===== src/rtl/mcc_serial_subtractor.sv =====
// rtl/mcc_serial_subtractor.sv - bit-serial a - b (a + ~b + 1), LSB first, one bit per clock
module mcc_serial_subtractor #(
    parameter int WIDTH = 8
) (
    input  logic             clk,
    input  logic             rst,
    input  logic             start,
    input  logic [WIDTH-1:0] a,
    input  logic [WIDTH-1:0] b,
    output logic             busy,
    output logic             done,
    output logic [WIDTH-1:0] diff,
    output logic             borrow,
    output logic             zero,
    output logic             ovf
);

    localparam int CW = $clog2(WIDTH + 1);

    typedef enum logic [1:0] {
        S_IDLE = 2'd0,
        S_RUN  = 2'd1,
        S_DONE = 2'd2
    } state_t;

    state_t           state_q, state_d;
    logic [WIDTH-1:0] a_sh_q, a_sh_d;
    logic [WIDTH-1:0] b_sh_q, b_sh_d;
    logic [WIDTH-1:0] res_sh_q, res_sh_d;
    logic [CW-1:0]    cnt_q, cnt_d;
    logic             c_q, c_d;
    logic             a_msb_q, a_msb_d;
    logic             b_msb_q, b_msb_d;
    logic [WIDTH-1:0] diff_q, diff_d;
    logic             borrow_q, borrow_d;
    logic             zero_q, zero_d;
    logic             ovf_q, ovf_d;

    logic             nb;
    logic             s;
    logic             c_next;
    logic [WIDTH-1:0] res_full;

    // Full-adder slice on a + ~b; the carry register supplies the +1.
    assign nb       = ~b_sh_q[0];
    assign s        = a_sh_q[0] ^ nb ^ c_q;
    assign c_next   = (a_sh_q[0] & nb) | (c_q & (a_sh_q[0] ^ nb));
    assign res_full = {s, res_sh_q[WIDTH-1:1]};

    always_comb begin
        state_d  = state_q;
        a_sh_d   = a_sh_q;
        b_sh_d   = b_sh_q;
        res_sh_d = res_sh_q;
        cnt_d    = cnt_q;
        c_d      = c_q;
        a_msb_d  = a_msb_q;
        b_msb_d  = b_msb_q;
        diff_d   = diff_q;
        borrow_d = borrow_q;
        zero_d   = zero_q;
        ovf_d    = ovf_q;
        case (state_q)
            S_IDLE: begin
                if (start) begin
                    state_d  = S_RUN;
                    a_sh_d   = a;
                    b_sh_d   = b;
                    res_sh_d = '0;
                    cnt_d    = '0;
                    c_d      = 1'b1;
                    a_msb_d  = a[WIDTH-1];
                    b_msb_d  = b[WIDTH-1];
                end
            end
            S_RUN: begin
                res_sh_d = res_full;
                a_sh_d   = a_sh_q >> 1;
                b_sh_d   = b_sh_q >> 1;
                c_d      = c_next;
                cnt_d    = cnt_q + CW'(1);
                // Last bit: publish all results together on the done edge.
                if (cnt_q == CW'(WIDTH - 1)) begin
                    state_d  = S_DONE;
                    diff_d   = res_full;
                    borrow_d = ~c_next;
                    zero_d   = (res_full == '0);
                    ovf_d    = (a_msb_q != b_msb_q) && (res_full[WIDTH-1] != a_msb_q);
                end
            end
            S_DONE: begin
                state_d = S_IDLE;
            end
            default: begin
                state_d = S_IDLE;
            end
        endcase
    end

    always_ff @(posedge clk) begin
        if (rst) begin
            state_q  <= S_IDLE;
            a_sh_q   <= '0;
            b_sh_q   <= '0;
            res_sh_q <= '0;
            cnt_q    <= '0;
            c_q      <= 1'b1;
            a_msb_q  <= 1'b0;
            b_msb_q  <= 1'b0;
            diff_q   <= '0;
            borrow_q <= 1'b0;
            zero_q   <= 1'b0;
            ovf_q    <= 1'b0;
        end else begin
            state_q  <= state_d;
            a_sh_q   <= a_sh_d;
            b_sh_q   <= b_sh_d;
            res_sh_q <= res_sh_d;
            cnt_q    <= cnt_d;
            c_q      <= c_d;
            a_msb_q  <= a_msb_d;
            b_msb_q  <= b_msb_d;
            diff_q   <= diff_d;
            borrow_q <= borrow_d;
            zero_q   <= zero_d;
            ovf_q    <= ovf_d;
        end
    end

    assign busy   = (state_q != S_IDLE);
    assign done   = (state_q == S_DONE);
    assign diff   = diff_q;
    assign borrow = borrow_q;
    assign zero   = zero_q;
    assign ovf    = ovf_q;

endmodule

===== config.mk =====
export PLATFORM = sky130hd
export DESIGN_NAME = mcc_serial_subtractor
export DESIGN_NICKNAME = d
export VERILOG_FILES = /design/src/rtl/mcc_serial_subtractor.sv
export SDC_FILE = /design/constraint.sdc
export NUM_CORES = 1
export LEC_CHECK = 0
export CORE_ASPECT_RATIO = 0.6
export CORE_UTILIZATION = 56
export CTS_BUF_LIST = sky130_fd_sc_hd__clkbuf_16
export CTS_CLUSTER_SIZE = 10
export DETAILED_ROUTE_END_ITERATION = 12
export MAX_ROUTING_LAYER = met4
export PLACE_DENSITY = 0.95
export REMOVE_ABC_BUFFERS = 1
export SLEW_MARGIN = 20
export SYNTH_ARGS = -nofsm -noshare
export SYNTH_HDL_FRONTEND = slang
export SYNTH_SLANG_ARGS = --single-unit

===== constraint.sdc =====
create_clock -name clk -period 2.4 [get_ports clk]
set_input_delay 0.24 -clock clk [delete_from_list [all_inputs] [get_ports clk]]
set_output_delay 0.24 -clock clk [all_outputs]
set_load 0.05 [all_outputs]

; ---- Yosys cells after proc, flatten, opt, wreduce, memory -nomap -nowiden
; Cells that the tools add are included.
[word_totals]
ff_bits = 44
latchBits = 0
mem_bits_rw = 0
rom_bits = 0
out_inout_bits = 13
n_memories = 0
[op_classes]
addsub = 1
multipliers = 0
n_div = 0
n_lt_le_gt_ge = 0
eq_ne = 7
shift = 0
muxes = 13
n_bitwise = 7
n_reduce_logical = 9
[op_table]
columns = cell, n
row1 = 8-bit one-hot mux with 2 select lines, 3
row2 = 8-bit 2-to-1 mux, 3
row3 = 8-bit zero test, 1
row4 = 4-bit one-hot mux with 2 select lines, 1
row5 = 2-bit AND reduction, 4
row6 = 4-bit by 1-bit adder with 4-bit output (second input constant), 1
row7 = 4-bit by 3-bit equality test with 1-bit output (second input constant), 1
row8 = 2-bit 2-to-1 mux, 2
row9 = 4-bit 2-to-1 mux, 1
row10 = 2-bit inequality test (second input constant), 2
row11 = 2-bit one-hot mux with 2 select lines, 1
row12 = 2-bit nonzero test, 2
row13 = 1-bit bitwise AND, 2
row14 = 2-bit by 1-bit equality test with 1-bit output (second input constant), 1
row15 = 2-bit equality test (second input constant), 1
row16 = 2-bit zero test, 1
row17 = 1-bit inequality test, 2
row18 = 1-bit NOT, 2
row19 = 1-bit one-hot mux with 2 select lines, 1
row20 = 1-bit bitwise XOR, 2
row21 = 1-bit logical AND, 1
row22 = 1-bit 2-to-1 mux, 1
row23 = 1-bit OR, 1

; ---- Depth between registers and ports, before layout
[depth]
depth_word = 5
depth_mapped = 5
ltp_nobuf = 5

; ---- Least setup slack after synthesis
; No wires, ideal clock.
[synth_path]
kind = register to output
from = register state_q[1]
to = output port done
arrival_time_ns = 1.282
slack_ns = 0.878
path_stages_with_launch = 3
cell_sequence = dfxtp_1 -> buf_2 -> nor2b_1
[synth_via]
elab_chain_cells = 1
[synth_rtl]
columns = item, line
row1 = from (decl), 26  ; state_t state_q, state_d;
row2 = from (signal assigned), 115  ; state_q <= state_d;
row3 = 2-bit equality test, 131  ; assign done = (state_q == S_DONE);
row4 = to (decl), 11  ; output logic done,
; Every way passes these cells.

; ---- Worst setup path in the final report
[layout_path]
from = register state_q[0]
to = output port busy
[layout_via]
elab_chain_cells = 1
[layout_rtl]
columns = item, line
row1 = 2-bit nonzero test, 130  ; assign busy = (state_q != S_IDLE);
row2 = to (decl), 10  ; output logic busy,
; Every way passes these cells.

==> implementation parameters <==
Parameter                              Value

Outcome
  Result of the run ... completed

Finish
  Final core utilization ... 73.0%
  Final-stage net count ... 271
  Design area ... 2400 µm²
  Share of post-route cells with drive strength above 1 ... 14.4%
  Antenna diodes ... 0
  Register cell area after layout ... 861 µm²
  Leading cell type in the layout, fill and taps excluded ... sky130_fd_sc_hd__dfxtp_1
  Area used by multi-input combinational logic ... 958 µm²
  Syn-to-layout area delta ... 23.6%
  Final-layout fill cell count ... 251
  Commonest non-fill, non-tap cells in the layout ... 43 x sky130_fd_sc_hd__dfxtp_1, 34 x sky130_fd_sc_hd__nor2_1, 31 x sky130_fd_sc_hd__clkdlybuf4s50_1, 22 x sky130_fd_sc_hd__a21oi_1, 15 x sky130_fd_sc_hd__nand2_1
  Fin cells ... 295

GRT
  Global-route wire length before repair ... 6.57 mm
  GRT met1 Usage ... 30.5%
  Most utilized layer in the global route result ... met2
  Initial antenna violation count ... 0
  GRT Util Overall ... 24.7%
  Vias in the first global route ... 1457
  Remaining global-route overflow ... 0
  Largest net degree at the start of global routing ... 29
  GR Util met2 ... 40.2%
  Global routing met3 resource utilization ... 6.29%

Power and ir drop
  Ratio of total power to cell area ... 713 nW/µm²
  LEAKAGE ... 0.861 nW
  Maximum ir drop on the vdd rail ... 0.000465 V

Clock network
  Hold-fix buffers, CTS ... 0
  Clock net sink count ... 43
  H-Tree Depth ... 2
  Later-pin clock latency in the skew report ... 0.28 ns
  Clock Path Buffers ... 2
  TritonCTS clock tree ... yes
  Register clock-pin slew on the reported worst setup and hold paths ... 0.06 ns
  Post-CTS Repair Setup Buffers ... 0
  CTS-repair resized insts ... 0
  TritonCTS buffer count ... 5
  Clock Root Buffer ... sky130_fd_sc_hd__clkbuf_16

Worst hold path
  Worst hold path cell count ... 2
  Classification of the worst-slack hold path ... flop to flop

Placement
  Cell area after placement ... 2240 µm²
  Post-Place Cells ... 288
  Worst slack after detailed placement ... 0.364 ns
  Global placement routability congestion ... 0.816
  Post-DP HPWL ... 2.76 mm
  Quantity of I/O buffers inserted on ports ... 31

Flow run
  Number of violations of the max-capacitance limit ... 0

Floorplanning
  Initial core utilization ... 59.1%
  Die Span Y ... 47.6 µm
  Top-level port count ... 32
  Width of the die ... 78.0 µm
  Core region area ... 3280 µm²
  Die Outline Area ... 3710 µm²
  Std cell rows ... 16

Routing
  Number of design-rule violations left by the first detailed-router iteration ... 78
  WL/cell ... 14.0 µm
  Total wire length after detailed routing ... 4.13 mm
  Via-per-instance ratio ... 5.65
  Total iterations of the first detailed-routing run ... 4
  Residual DRC ... 0
  Antenna Violating Nets Remaining ... 0
  Total number of vias ... 1667

Timing
  Number of max-slew violations in the final report ... 0
  Final critical-path required period ... 2.12 ns
  Number of setup violations in the final report ... 0
  Crit path setup slack, layout ... 0.282 ns
  Share of the clock period used by the worst path after layout ... 88.2%
  Setup TNS ... 0 ns
  Highest clock rate ... 472 MHz
  Relative slew margins ... 45.4%
  Transition time at the pin with the least slew margin ... 0.818 ns
  Final clock skew ... 0.00468 ns
  Unrepaired setup endpoints after global routing ... false
  Number of endpoints with negative hold slack in the final report ... 0

Logic synthesis
  Count of state elements after synthesis ... 43
  Count of cell types in the netlist ... 36
  Number of standard cells after synthesis ... 224
  Post-synthesis cell area ... 1940 µm²
  Sequential share of the synthesized area ... 44.4%
  Yosys synthesis warning count ... 0
  Synthesized area per cell ... 8.66 µm²

Setup path
  Largest fanout on the critical path ... 15
  Kind of launch point of the worst setup path ... flop
  Cell with the largest stage delay on the worst path ... sky130_fd_sc_hd__clkdlybuf4s50_1
  Crit. End Element ... output pin
  Arrival time at the worst endpoint ... 1.88 ns
  Max incr delay on CP ... 0.79 ns
  Cell-by-cell trace of the critical path ... or2_2, clkdlybuf4s50_1
  Worst reg2reg path depth ... 3
  Type of the setup path with the least slack ... flop to output pin
  Data required time of the worst path ... 2.16 ns
==> worst max-delay path: cells and delay by family, from the launching register on <==
kind | cells | cell delay (ns)
buf+inv | 1 | 0.79
flops | 1 | 0.61
simple gates | 1 | 0.20
==> sequential cells by signal (all words and copies together) (netlist names) <==
| register | flops |
|---|---|
| a_sh_q | 8 |
| c_q | 1 |
| res_sh_q | 7 |
| borrow | 1 |
| b_sh_q | 8 |
| zero | 1 |
| state_q | 2 |
| diff | 8 |
| ovf | 1 |
| cnt_q | 4 |
| a_msb_q | 1 |
| b_msb_q | 1 |
==> routing by layer <==
layer  routed length [µm]  vias to the layer above  share of wire [%]
met2                 1900                       38                 46
met4                   26                        0               0.63
met5                    0                        -                  0
li1                     -                      829                  -
met3                  192                        5                4.6
met1                 2020                      795                 49
==> power breakdown <==
group	total (W)	switching, W	internal [W]	leakage [nW]
Combinational	0.000197	0.000111	0.0000866	0.428
Sequential	0.000772	0.0000242	0.000748	0.351
Clock	0.000739	0.000259	0.000481	0.0811
==> per-stage QoR <==
| step | hold slack (ns) | total power [W] |
|---|---|---|
| floorplan | 0.302 | 0.000897 |
| global placement | 0.443 | 0.000974 |
| detailed placement | 0.460 | 0.000981 |
| CTS | 0.468 | 0.00172 |
| global route | 0.495 | 0.00177 |
| finish | 0.468 | 0.00171 |
==> area by class of cell <==
type | count | share of cell area (%)
multi-input combinational | 161 | 40.0
sequential | 43 | 35.9
timing repair buffer | 37 | 14.8
clock buffer | 5 | 5.22
tap | 45 | 2.35
clock inverter | 2 | 1.41
inverter | 2 | 0.313
==> path summary, 6_finish.rpt <==
path               from         to  slack [ns]
max          state_q[0]       busy        0.28
min           a_sh_q[7]  a_sh_q[7]        0.47
max reg2reg  state_q[0]  a_sh_q[6]        0.55
min reg2reg   a_sh_q[7]  a_sh_q[7]        0.47
==> cells by family (layout without fill, tap and decap cells) <==
| family | count (synthesis) | in the layout | synth area share [%] |
|---|---|---|---|
| muxes | 1 | 1 | 0.581 |
| adders and majority gates | 2 | 2 | 1.68 |
| buffers and inverters | 20 | 46 | 6.19 |
| AOI/OAI and AO/OA | 49 | 49 | 15.9 |
| and+or+nand+nor | 109 | 109 | 31.3 |
| DFF | 43 | 43 | 44.4 |
==> Yosys cell counts <==
library cell,number,area share [%]
sky130_fd_sc_hd__buf_12,1,1.0
sky130_fd_sc_hd__buf_2,5,1.3
sky130_fd_sc_hd__nor3b_2,1,0.65
sky130_fd_sc_hd__nor4b_1,1,0.45
sky130_fd_sc_hd__nand3b_1,1,0.39
sky130_fd_sc_hd__ha_1,1,0.65
sky130_fd_sc_hd__a21oi_2,10,4.5
sky130_fd_sc_hd__nor3b_1,1,0.39
sky130_fd_sc_hd__and3b_1,2,0.90
sky130_fd_sc_hd__a211oi_1,4,1.5
sky130_fd_sc_hd__buf_4,4,1.5
sky130_fd_sc_hd__nor4_1,9,2.9
sky130_fd_sc_hd__nand2_2,2,0.65
sky130_fd_sc_hd__o21ai_0,9,2.3
sky130_fd_sc_hd__nand3_2,8,4.1
sky130_fd_sc_hd__and2b_2,1,0.45
sky130_fd_sc_hd__nor3_1,6,1.5
sky130_fd_sc_hd__or2_2,1,0.32
sky130_fd_sc_hd__nand4_1,2,0.65
sky130_fd_sc_hd__clkbuf_1,7,1.4
sky130_fd_sc_hd__nor2b_1,1,0.32
sky130_fd_sc_hd__fa_1,1,1.0
sky130_fd_sc_hd__or3b_1,7,3.2
sky130_fd_sc_hd__a21o_1,1,0.39
sky130_fd_sc_hd__nand2b_1,8,2.6
sky130_fd_sc_hd__inv_1,2,0.39
sky130_fd_sc_hd__nand2_1,15,2.9
sky130_fd_sc_hd__a21oi_1,22,5.7
sky130_fd_sc_hd__o32a_1,1,0.52
sky130_fd_sc_hd__mux2_1,1,0.58
sky130_fd_sc_hd__o21bai_1,1,0.39
sky130_fd_sc_hd__buf_6,1,0.58
sky130_fd_sc_hd__dfxtp_1,43,44
sky130_fd_sc_hd__o21ba_2,1,0.52
sky130_fd_sc_hd__nand3_1,9,2.3
sky130_fd_sc_hd__nor2_1,34,6.6
No activity file was read; power rests on OpenSTA's default activity.
